$ cat config.mk
export PLATFORM = sky130hd
export DESIGN_NAME = keypad_scan_ctrl_flat
export DESIGN_NICKNAME = d
export VERILOG_FILES = /design/src/rtl/keypad_scan_ctrl_if.sv /design/src/rtl/keypad_scan_ctrl.sv /design/src/flat_wrapper.sv
export SDC_FILE = /design/constraint.sdc
export NUM_CORES = 1
export LEC_CHECK = 0
export CAP_MARGIN = 20
export CORE_AREA = 2 2 70 72
export DETAILED_ROUTE_END_ITERATION = 8
export DIE_AREA = 0 0 72 74
export PLACE_DENSITY = 0.7
export SLEW_MARGIN = 0
export SYNTH_ARGS = -nofsm -noshare
export SYNTH_HDL_FRONTEND = slang
export SYNTH_SLANG_ARGS = --single-unit
$ cat constraint.sdc
create_clock -name clk -period 2.4 [get_ports clk]
set_input_delay 0.36 -clock clk [delete_from_list [all_inputs] [get_ports clk]]
set_output_delay 0.36 -clock clk [all_outputs]
set_load 0.01 [all_outputs]
$ cat src/rtl/keypad_scan_ctrl_if.sv
// Keypad pins plus decoded key events shared by the scanner, the keypad and the vending FSM.
// The scanner connects through the slave modport; its environment uses master.
interface keypad_scan_ctrl_if;
    logic       scan_en;
    logic [3:0] row_n;
    logic [3:0] col_n;
    logic [3:0] key_code;
    logic       key_valid;
    logic       key_held;

    modport master (
        output scan_en,
        output row_n,
        input  col_n,
        input  key_code,
        input  key_valid,
        input  key_held
    );

    modport slave (
        input  scan_en,
        input  row_n,
        output col_n,
        output key_code,
        output key_valid,
        output key_held
    );
endinterface

$ cat src/rtl/keypad_scan_ctrl.sv
// 4x4 matrix keypad scanner: walks the columns, debounces one latched key
// and reports it as a single-cycle event followed by a held level.
module keypad_scan_ctrl #(
    parameter int SCAN_DIV = 16,
    parameter int DEBOUNCE = 4
) (
    input  logic              clk,
    input  logic              reset,
    keypad_scan_ctrl_if.slave kp
);

    typedef enum logic [1:0] {
        S_SCAN,
        S_DEBOUNCE,
        S_HELD
    } state_e;

    localparam logic [15:0] TICK_LAST = 16'(SCAN_DIV - 1);
    localparam logic [3:0]  DB_TARGET = 4'(DEBOUNCE);

    state_e      state_q, state_d;
    logic [1:0]  col_q, col_d;
    logic [1:0]  row_q, row_d;
    logic [15:0] tickCnt_q, tickCnt_d;
    logic [3:0]  dbCnt_q, dbCnt_d;
    logic [3:0]  keyCode_q, keyCode_d;
    logic        keyValid_q, keyValid_d;
    logic        keyHeld_q, keyHeld_d;
    logic        en_q, en_d;
    logic [3:0]  sync1_q, rs_q;

    logic        tick;
    logic        latchedLow;
    logic [1:0]  lowRow;

    // en_q gates the divider so a re-enable always gets a full first dwell
    assign tick       = en_q && (tickCnt_q == TICK_LAST);
    assign latchedLow = ~rs_q[row_q];

    always_comb begin
        lowRow = 2'd3;
        if (!rs_q[2]) lowRow = 2'd2;
        if (!rs_q[1]) lowRow = 2'd1;
        if (!rs_q[0]) lowRow = 2'd0;
    end

    always_comb begin
        state_d    = state_q;
        col_d      = col_q;
        row_d      = row_q;
        dbCnt_d    = dbCnt_q;
        keyCode_d  = keyCode_q;
        keyValid_d = 1'b0;
        keyHeld_d  = keyHeld_q;
        en_d       = kp.scan_en;
        tickCnt_d  = (!en_q || tick) ? 16'd0 : tickCnt_q + 16'd1;

        if (!kp.scan_en) begin
            state_d   = S_SCAN;
            col_d     = 2'd0;
            dbCnt_d   = 4'd0;
            keyHeld_d = 1'b0;
            tickCnt_d = 16'd0;
        end else if (tick) begin
            case (state_q)
                S_SCAN: begin
                    if (rs_q == 4'hF) begin
                        col_d = col_q + 2'd1;
                    end else begin
                        row_d = lowRow;
                        if (DB_TARGET == 4'd1) begin
                            keyCode_d  = {col_q, lowRow};
                            keyValid_d = 1'b1;
                            keyHeld_d  = 1'b1;
                            dbCnt_d    = 4'd0;
                            state_d    = S_HELD;
                        end else begin
                            dbCnt_d = 4'd1;
                            state_d = S_DEBOUNCE;
                        end
                    end
                end
                S_DEBOUNCE: begin
                    if (latchedLow) begin
                        if (dbCnt_q + 4'd1 == DB_TARGET) begin
                            keyCode_d  = {col_q, row_q};
                            keyValid_d = 1'b1;
                            keyHeld_d  = 1'b1;
                            dbCnt_d    = 4'd0;
                            state_d    = S_HELD;
                        end else begin
                            dbCnt_d = dbCnt_q + 4'd1;
                        end
                    end else begin
                        dbCnt_d = 4'd0;
                        col_d   = col_q + 2'd1;
                        state_d = S_SCAN;
                    end
                end
                S_HELD: begin
                    // a single low sample restarts the release count
                    if (!latchedLow) begin
                        if (dbCnt_q + 4'd1 == DB_TARGET) begin
                            keyHeld_d = 1'b0;
                            dbCnt_d   = 4'd0;
                            col_d     = col_q + 2'd1;
                            state_d   = S_SCAN;
                        end else begin
                            dbCnt_d = dbCnt_q + 4'd1;
                        end
                    end else begin
                        dbCnt_d = 4'd0;
                    end
                end
                default: state_d = S_SCAN;
            endcase
        end
    end

    always_ff @(posedge clk) begin
        if (reset) begin
            state_q    <= S_SCAN;
            col_q      <= 2'd0;
            row_q      <= 2'd0;
            tickCnt_q  <= 16'd0;
            dbCnt_q    <= 4'd0;
            keyCode_q  <= 4'd0;
            keyValid_q <= 1'b0;
            keyHeld_q  <= 1'b0;
            en_q       <= 1'b1;
            sync1_q    <= 4'hF;
            rs_q       <= 4'hF;
        end else begin
            state_q    <= state_d;
            col_q      <= col_d;
            row_q      <= row_d;
            tickCnt_q  <= tickCnt_d;
            dbCnt_q    <= dbCnt_d;
            keyCode_q  <= keyCode_d;
            keyValid_q <= keyValid_d;
            keyHeld_q  <= keyHeld_d;
            en_q       <= en_d;
            sync1_q    <= kp.row_n;
            rs_q       <= sync1_q;
        end
    end

    assign kp.col_n     = en_q ? ~(4'b0001 << col_q) : 4'hF;
    assign kp.key_code  = keyCode_q;
    assign kp.key_valid = keyValid_q;
    assign kp.key_held  = keyHeld_q;

endmodule
$ cat src/flat_wrapper.sv
// flat-port wrapper written by rule: the top's interface ports become plain ports
module keypad_scan_ctrl_flat 
#(
    parameter int SCAN_DIV = 16,
    parameter int DEBOUNCE = 4
)
  (clk, reset, kp_scan_en, kp_row_n, kp_col_n, kp_key_code, kp_key_valid, kp_key_held);
  keypad_scan_ctrl_if kp_i ();
  input  logic clk;
  input  logic reset;
  input wire logic [$bits(kp_i.scan_en)-1:0] kp_scan_en;
  input wire logic [$bits(kp_i.row_n)-1:0] kp_row_n;
  output wire logic [$bits(kp_i.col_n)-1:0] kp_col_n;
  output wire logic [$bits(kp_i.key_code)-1:0] kp_key_code;
  output wire logic [$bits(kp_i.key_valid)-1:0] kp_key_valid;
  output wire logic [$bits(kp_i.key_held)-1:0] kp_key_held;
  assign kp_i.scan_en = kp_scan_en;
  assign kp_i.row_n = kp_row_n;
  assign kp_col_n = kp_i.col_n;
  assign kp_key_code = kp_i.key_code;
  assign kp_key_valid = kp_i.key_valid;
  assign kp_key_held = kp_i.key_held;
  keypad_scan_ctrl #(.SCAN_DIV(SCAN_DIV), .DEBOUNCE(DEBOUNCE)) u_core (.clk(clk), .reset(reset), .kp(kp_i));
endmodule
; ---- Word level (Yosys, flattened, before mapping)
; Index checks and enable logic that the tools add are counted.
[word_totals]
regBits = 41
in_bits = 7
out_inout_bits = 10
elab_cells = 78
[op_classes]
add_sub_neg = 3
order_cmp = 1
n_eq_ne = 13
n_shift = 1
muxes = 28
bitwise = 6
reduce_logical = 15
[ops]
columns = cell, count
row1 = $mux W2, 11
row2 = $mux W4, 5
row3 = $add A16 B1 Y16 const B, 1
row4 = $eq A16 B4 Y1 const B, 1
row5 = $pmux W2 S3, 2
row6 = $pmux W4 S3, 1
row7 = $reduce_and A6 Y1, 2
row8 = $ne A2 B1 Y1 const B, 5
row9 = $reduce_and A5 Y1, 2
row10 = $mux W1, 7
row11 = $not A1 Y1, 5
row12 = $reduce_or A5 Y1, 1
row13 = $add A4 B1 Y4 const B, 1
row14 = $eq A4 B3 Y1 const B, 1
row15 = $eq A4 B4 Y1 const B, 1
row16 = $ne A2 B2 Y1 const B, 2
row17 = $not A4 Y4, 1
row18 = $reduce_and A4 Y1, 1
row19 = $shl A1 B2 Y4 const A, 1
row20 = $lt A2 B3 Y1 const B, 1
row21 = $ne A3 B1 Y1 const B, 1
row22 = $reduce_and A3 Y1, 1
row23 = $reduce_bool A3 Y1, 1
row24 = $reduce_or A3 Y1, 1
row25 = 11 further kinds, 11

; ---- Longest topological paths before layout
; Gate-level depths: netlist (run 1).
[depth]
ltp_word = 5
mapped_depth = 7
depth_no_buf = 7

; ---- Least setup slack after synthesis (run 1)
; OpenSTA, ideal clock, no wires.
[synth_path]
kind = register to register
start = register u_core.tickCnt_q[11]
end = register u_core.state_q[0]
setup_ns = 0.070
arrival_time_ns = 2.345
required_ns = 2.330
setup_slack_ns = -0.015
stages_incl_launch_ff = 6
path_buffers = 0
path_cell_list = dfxtp_1 > or4_4 > or4_4 > or3_4 > or4_1 > a21oi_1
[synth_via]
elab_chain_len = 3
[synth_lines]
columns = element, line_no
row1 = start: declaration, keypad_scan_ctrl.sv:24  ; logic [15:0] tickCnt_q, tickCnt_d;
row2 = start signal: assignment, keypad_scan_ctrl.sv:137  ; tickCnt_q <= tickCnt_d;
row3 = $eq A16 B4 Y1, keypad_scan_ctrl.sv:37  ; assign tick = en_q && (tickCnt_q == TICK_LAST);
row4 = $logic_and A1 B1 Y1, keypad_scan_ctrl.sv:37
row5 = $reduce_and A5 Y1 (no line), -
row6 = end signal: assignment, keypad_scan_ctrl.sv:134  ; state_q <= state_d;
row7 = end: declaration, keypad_scan_ctrl.sv:21  ; state_e state_q, state_d;
; Every way passes these cells.
; A chain may end at the register's enable or synchronous reset.

; ---- Worst setup path after layout (run 1)
; Same ends and word-level chain as after synthesis.

==> results by group, run 1 <==
Timing
  • Setup ws final: -0.01785 ns
  • Final setup vio count: 1
  • Fmax: approximately 410 MHz
  • Final Hold Vio Count: 0
  • Tmin final: 2.418 ns
  • Slew HR: 68.37%
  • Fin crit share: 100.7%
  • Max Slew Vio Count: 0
  • RSZ-0062 raised after global routing: true
  • Setup Skew: between 0.008 and 0.009 ns
  • Least-Margin Pin Slew: between 0.4 and 0.5 ns

GRT
  • Largest net degree at the start of global routing: 17
  • First-pass GRT wire length: 6789 um
  • Vias in the first global route: 1,497
  • Initial antenna violation count: 0
  • Gr usage total: approximately 16%
  • Gr ovfl total: 0

Critical path
  • Crit. End Element: flop
  • Critical path's largest stage delay: ~0.54 ns
  • Worst path bufs/invs: 0
  • Stages on the worst setup path: 5
  • Slowest cell on crit path: or4_4
  • Delay-heaviest family, CP: simple AND/OR/NAND/NOR gates
  • Critical path class: reg2reg
  • Reg2reg setup slack: -0.02 ns
  • CP cell instances: or4_4, or4_4, or3_4, or4_1, a21oi_1
  • RR Startpoint: u_core.tickCnt_q[11]
  • Setup crit start: u_core.tickCnt_q[11]
  • Crit path max fanout: 3
  • Worst r2r dst: u_core.state_q[0]
  • Crit path capture: u_core.state_q[0]
  • Startpoint types: flop
  • Worst-case reg-to-reg path depth: 5
  • Worst Path Arrival: 2.65 ns
  • Most used cell, CP: or4_4
  • Critical Path RT: between 2 and 3 ns

Min path
  • Worst hold path class: reg2reg

Route
  • Post-route ant nets: 0
  • Total Wirelength: between 4000 and 5000 um
  • Drt via density: 5.268
  • DR iter-0 viols: 59
  • Wire length per cell: approximately 13 um
  • Via count: about 1.7k
  • First drt pass iteration count: 4
  • # DRC: 0

CTS
  • Sink Count: just over 40
  • H-tree levels: 2
  • Clk Latency, worst-skew pair: between 0.2 and 0.3 ns
  • Cts repair resizes: 0
  • Clock buffer depth: 2
  • Cts bufs inserted: 5
  • Root Driver: clkbuf_8
  • Clk slew on worst S/H paths: 0.08 ns
  • Hold-fix buffers, CTS: 0
  • CTS tree: done

Yosys
  • Mapped Nets: 240
  • Seq cells post-synth: roughly 40
  • Post-synthesis sequential area ratio: between 40% and 50%
  • Most instantiated cells after synthesis: dfxtp_1 (41), nor2_1 (24), nand2_1 (17)
  • Largest cells by area after synthesis: dfxtp_1 (42%), ha_1 (7.0%), nor2_1 (4.6%), nand3_1 (3.8%), xnor2_1 (3.5%)
  • Ys async rst share: 0%
  • Top-count cell post-synth: dfxtp_1
  • Post-synth top area share: 41.57%
  • Mapped cell area: around 0.0020 mm2
  • Post-synth EDFFs: 0
  • Synth Warn #: 0
  • Post-Synthesis Cells: around 220
  • Distinct cells, synth: 40
  • Main synth FF type: dfxtp_1
  • Mapped Avg Cell Area: 8.894 um2
  • Cell taking the most area after synthesis: dfxtp_1

Floorplanning
  • Die area: ~0.0053 mm2
  • Initial core utilization: between 40% and 50%
  • Die W: a little over 70 um
  • Die Y: about 74 um
  • IO Count: 17
  • Row count: 25
  • Core area: ~0.0046 mm2

Place
  • IO buf count: 16
  • GP Congestion: slightly below 0.8
  • Placed Area: ~0.0023 mm2
  • HPWL after DPL: roughly 3000 um

Pwr
  • Pleak: 0.9510 nW
  • Worst VDD drop: 0.3478 mV
  • Pwr dens: 491.5 mW/mm2

Job
  • Max Cap Viol: 0

Final layout
  • Share of layout cells above drive strength 1: 17.69%
  • Filler instances: 431
  • P&R area growth vs syn: 21.61%
  • Ant. Diodes: 0
  • Design Area, Final: between 0.002 and 0.0025 mm2
  • Final nets: 277
  • Post-Route Utilization: 52.22%

Run status
  • Failing checks: negative setup slack
  • Status: finished, violations left
where the power goes:
group / leakage [nW] / total (mW) / internal, mW / switching (mW)
sequential: 0.333 / 0.693 / 0.688 / 0.00434
combinational: 0.573 / 0.0525 / 0.0256 / 0.0269
clock: 0.0450 / 0.435 / 0.202 / 0.234
total: 0.951 / 1.18 / 0.915 / 0.265
worst min-delay path by stage:
stage	end	slack, ns	cells past startpoint	from
2_1_floorplan	u_core.rs_q[0]	0.39	1	u_core.sync1_q[0]
3_3_place_gp	u_core.rs_q[0]	0.39	1	u_core.sync1_q[0]
3_5_place_dp	u_core.rs_q[0]	0.39	1	u_core.sync1_q[0]
4_1_cts	u_core.rs_q[0]	0.41	1	u_core.sync1_q[0]
5_1_grt	u_core.rs_q[2]	0.42	1	u_core.sync1_q[2]
6_report	u_core.rs_q[0]	0.41	1	u_core.sync1_q[0]
repair_timing:
action	4_1_cts	5_1_grt
endpoints found under the setup margin	1	1
setup buffers	0	0
pin swaps	0	0
endpoints found under the hold margin	0	0
cells in the final DEF, fill, tap and decap left out, types with 2 or more instances in the layout:
cell type	Yosys	layout
dfxtp_1	41	41
and3_1	2	2
clkinv_2	0	2
or2_2	9	9
nand2b_1	4	4
xor2_1	6	6
or3_1	2	2
clkbuf_8	0	5
nand4_1	7	7
clkdlybuf4s50_1	0	16
a31oi_1	3	3
and2_1	2	2
a21oi_1	6	6
and4_1	2	2
nor2b_1	4	4
nor4_1	3	3
o21ai_0	6	6
nor3_1	8	8
mux2i_1	5	5
buf_4	0	19
xnor2_1	8	8
o211a_1	2	2
or4_4	4	4
nand2_1	17	17
nor2_1	24	24
nand3_1	15	15
ha_1	11	11
inv_1	11	11
and3_2	2	2
cell families after synthesis:
| group | share of synthesized area (%) |
|---|---|
| and+or+nand+nor | 29.85 |
| DFF | 41.57 |
| AOI/OAI and AO/OA | 8.303 |
| buffers and inverters | 3.422 |
| xor gates and xnor gates | 6.211 |
| adders and majority gates | 6.971 |
| muxes | 3.676 |
stage by stage:
stage                     hold WS [ns]    TNS, ns  std cells  power, mW  setup WS, ns
after floorplan                 0.3895   -0.01493        222     0.7360      -0.01493
after CTS                       0.4107   -0.01506        314      1.192      -0.01506
after detailed placement        0.3936  -0.006864        306     0.7614     -0.006864
after global placement          0.3949          0        306     0.7599      0.009128
final                           0.4090   -0.01785        314      1.180      -0.01785
after global routing            0.4226   -0.08065        314      1.222      -0.08065
cell type report:
class                   count  area (um2)  share of cell area, %
well taps                  54       67.56                  2.814
flip-flops and latches     41       820.8                  34.18
clock buffers               6       72.57                  3.022
multi-input cells         165        1086                  45.23
inverters                  11       41.29                  1.720
repair buffers             35       302.8                  12.61
clock inverters             2       10.01                 0.4169
registers in the layout, summed over array words and instances, names as in the netlist:
signal	cells
u_core.col_q	2
u_core.dbCnt_q	4
u_core.en_q	1
u_core.kp.key_code	4
u_core.kp.key_held	1
u_core.kp.key_valid	1
u_core.row_q	2
u_core.rs_q	4
u_core.state_q	2
u_core.sync1_q	4
u_core.tickCnt_q	16
layer usage:
| metal | GRT usage, % | vias to the layer above | part of all wire, % | wire (um) |
|---|---|---|---|---|
| met5 | 0 | - | 0 | 0 |
| met4 | 7.547 | 0 | 1.5 | 59 |
| met3 | 3.659 | 5 | 3.7 | 148 |
| li1 | - | 850 | - | - |
| met1 | 22.26 | 774 | 50 | 2029 |
| met2 | 25.31 | 25 | 44 | 1791 |
Power figures use the tool's default switching activity.
==> run 2, diff against run 1 <==
--- a/config.mk
+++ b/config.mk
@@ -9,7 +9,7 @@
 export CORE_AREA = 2 2 70 72
 export DETAILED_ROUTE_END_ITERATION = 8
 export DIE_AREA = 0 0 72 74
-export PLACE_DENSITY = 0.7
+export PLACE_DENSITY = 0.61
 export SLEW_MARGIN = 0
 export SYNTH_ARGS = -nofsm -noshare
 export SYNTH_HDL_FRONTEND = slang
==> results by group, run 2 (synthesized netlist as in run 1, its figures left out) <==
Final layout
  • Final nets: roughly 280
  • Share of layout cells above drive strength 1: between 10% and 20%
  • Filler instances: 431
  • Ant. Diodes: 0
  • Commonest non-fill, non-tap cell in the layout: dfxtp_1
  • Design Area, Final: between 0.002 and 0.0025 mm2
  • Max FFs per register: 16
  • Fin cells: 315
  • Most frequent cells in the layout: dfxtp_1 (40), nor2_1 (24), buf_4 (20)
  • P&R area growth vs syn: 23.70%
  • Largest Register: u_core.tickCnt_q

Route
  • Via count: around 1.6k
  • # DRC: 0
  • Total Wirelength: 3848 um
  • First drt pass iteration count: 4
  • Post-route ant nets: 0
  • DR iter-0 viols: 79
  • Drt via density: ~5.1
  • Wire length per cell: between 10 and 15 um

Timing
  • Slew HR: 68.40%
  • RSZ-0062 raised after global routing: true
  • Setup TNS: -0.02617 ns
  • Setup ws final: -0.02617 ns
  • Least-Margin Pin Slew: 0.4690 ns
  • Fin crit share: 101.1%
  • Final setup vio count: 1
  • Setup Skew: between 0.009 and 0.01 ns
  • Max Slew Vio Count: 0
  • Fmax: 412.2 MHz
  • Final Hold Vio Count: 0
  • Tmin final: approximately 2.4 ns

Pwr
  • Int Pwr: ~1.0 mW
  • Pleak: 0.9664 nW
  • Combinational power share: between 4 and 5%
  • Clock power frac: 42.9%
  • Pwr dens: 534.8 mW/mm2
  • Sw Pwr: 279.2 uW
  • Pwr Total: 1.306 mW
  • Switching share of power: about a fifth
  • Sequential group share of total power: between 50% and 60%
  • Worst VDD drop: approximately 0.37 mV

GRT
  • Initial antenna violation count: 0
  • Gr usage total: ~16%
  • Gr ovfl total: 0
  • Global-route track usage on met1: 22.61%
  • M3 GR Usage: approximately 3.3%
  • Largest net degree at the start of global routing: 17
  • GRT Max-Usage Layer: met2
  • Met2 Usage GRT: about a quarter
  • First-pass GRT wire length: ~7000 um
  • Vias in the first global route: about 1.5k

Critical path
  • Crit. End Element: flop
  • Critical path class: reg2reg
  • Crit path capture: u_core.state_q[0]
  • Reg2reg setup slack: -0.03 ns
  • Worst r2r dst: u_core.state_q[0]
  • Setup crit start: u_core.tickCnt_q[9]
  • Crit path max fanout: 4
  • Worst-case reg-to-reg path depth: 5
  • Worst Path Arrival: ~2.7 ns
  • Critical Path RT: ~2.6 ns
  • RR Startpoint: u_core.tickCnt_q[9]
  • Startpoint types: flop

CTS
  • Sink Count: 41
  • Cts bufs inserted: 5
  • Clk slew on worst S/H paths: about 0.08 ns
  • Clock buffer depth: 2
  • H-tree levels: 2
  • Post-CTS setup buffer count: 0
  • CTS tree: done
  • Root Driver: clkbuf_8
  • Hold-fix buffers, CTS: 0
  • Clk Latency, worst-skew pair: 0.29 ns

Floorplanning
  • Die Y: around 74 um
  • Initial core utilization: between 40 and 50%
  • Die W: a little over 70 um
  • Row count: 25
  • Die area: roughly 0.0053 mm2
  • IO Count: 17
  • Core area: 0.004598 mm2

Job
  • Max Cap Viol: 0

Place
  • IO buf count: 16
  • HPWL after DPL: about 3000 um
  • GP Congestion: ~0.82
  • Cells after DPL: around 310
  • Dpl ws: -0.01761 ns
  • Placed Area: between 0.002 and 0.0025 mm2

Run status
  • Failing checks: negative setup slack
  • Status: finished, violations left

Min path
  • Worst hold path class: reg2reg
  • Hold depth: 1
==> run 2: cell types whose count changed in the layout (fill, tap and decap cells not counted), sizes merged <==
cell	before	now
buf	19	20
bufinv	0	1
clkbuf	6	5
clkinv	2	1
clkinvlp	0	1
==> run 2: critical path, stage by stage, from the launching register on <==
cell and delay (ns):
dfxtp_1 0.31, or4_4 0.54, or4_4 0.53, or3_4 0.39, or4_1 0.47, a21oi_1 0.13
==> run 2: final cells by class <==
type | instances | area [um2] | area share, %
multi-input combinational | 165 | 1086 | 44.47
sequential | 41 | 822.0 | 33.66
timing repair buffer | 36 | 310.3 | 12.70
clock buffer | 5 | 68.82 | 2.818
tap | 54 | 67.56 | 2.766
clock inverter | 3 | 46.29 | 1.895
inverter | 11 | 41.29 | 1.691
==> run 2: power groups by stage <==
| stage | Sequential, mW | Clock (mW) | Combinational [mW] |
|---|---|---|---|
| final | 0.692 | 0.560 | 0.0545 |
| after global routing | 0.693 | 0.609 | 0.0606 |
| after CTS | 0.692 | 0.572 | 0.0553 |
| after detailed placement | 0.708 | 0 | 0.0551 |
| after global placement | 0.708 | 0 | 0.0551 |
| after floorplan | 0.707 | 0 | 0.0290 |
==> run 2: how the worst min path moves through the flow <==
stage	slack, ns	startpoint	to
finish	0.41	u_core.sync1_q[1]	u_core.rs_q[1]
global route	0.42	u_core.sync1_q[0]	u_core.rs_q[0]
CTS	0.42	u_core.sync1_q[1]	u_core.rs_q[1]
detailed placement	0.40	u_core.sync1_q[1]	u_core.rs_q[1]
global placement	0.39	u_core.sync1_q[3]	u_core.rs_q[3]
floorplan	0.39	u_core.sync1_q[0]	u_core.rs_q[0]
==> run 2: layer usage <==
metal  vias up  share of wire, %  wire length, um
li1        851                 -                -
met1       752                53             2029
met2        15                44             1707
met3         2               2.2               83
met5         -                 0                0
met4         0              0.75               29
==> run 2: what timing repair did <==
| item | in CTS | in global routing |
|---|---|---|
| setup endpoints to repair | 1 | 1 |
| pin swaps | 0 | 1 |
| gates resized for setup | 0 | 1 |
==> run 2: per-stage QoR <==
stage,util [%],hold slack [ns]
final,53.12,0.4138
after global routing,53.12,0.4242
after CTS,53.09,0.4171
after detailed placement,50.59,0.3972
after global placement,50.59,0.3926
after floorplan,-,0.3895
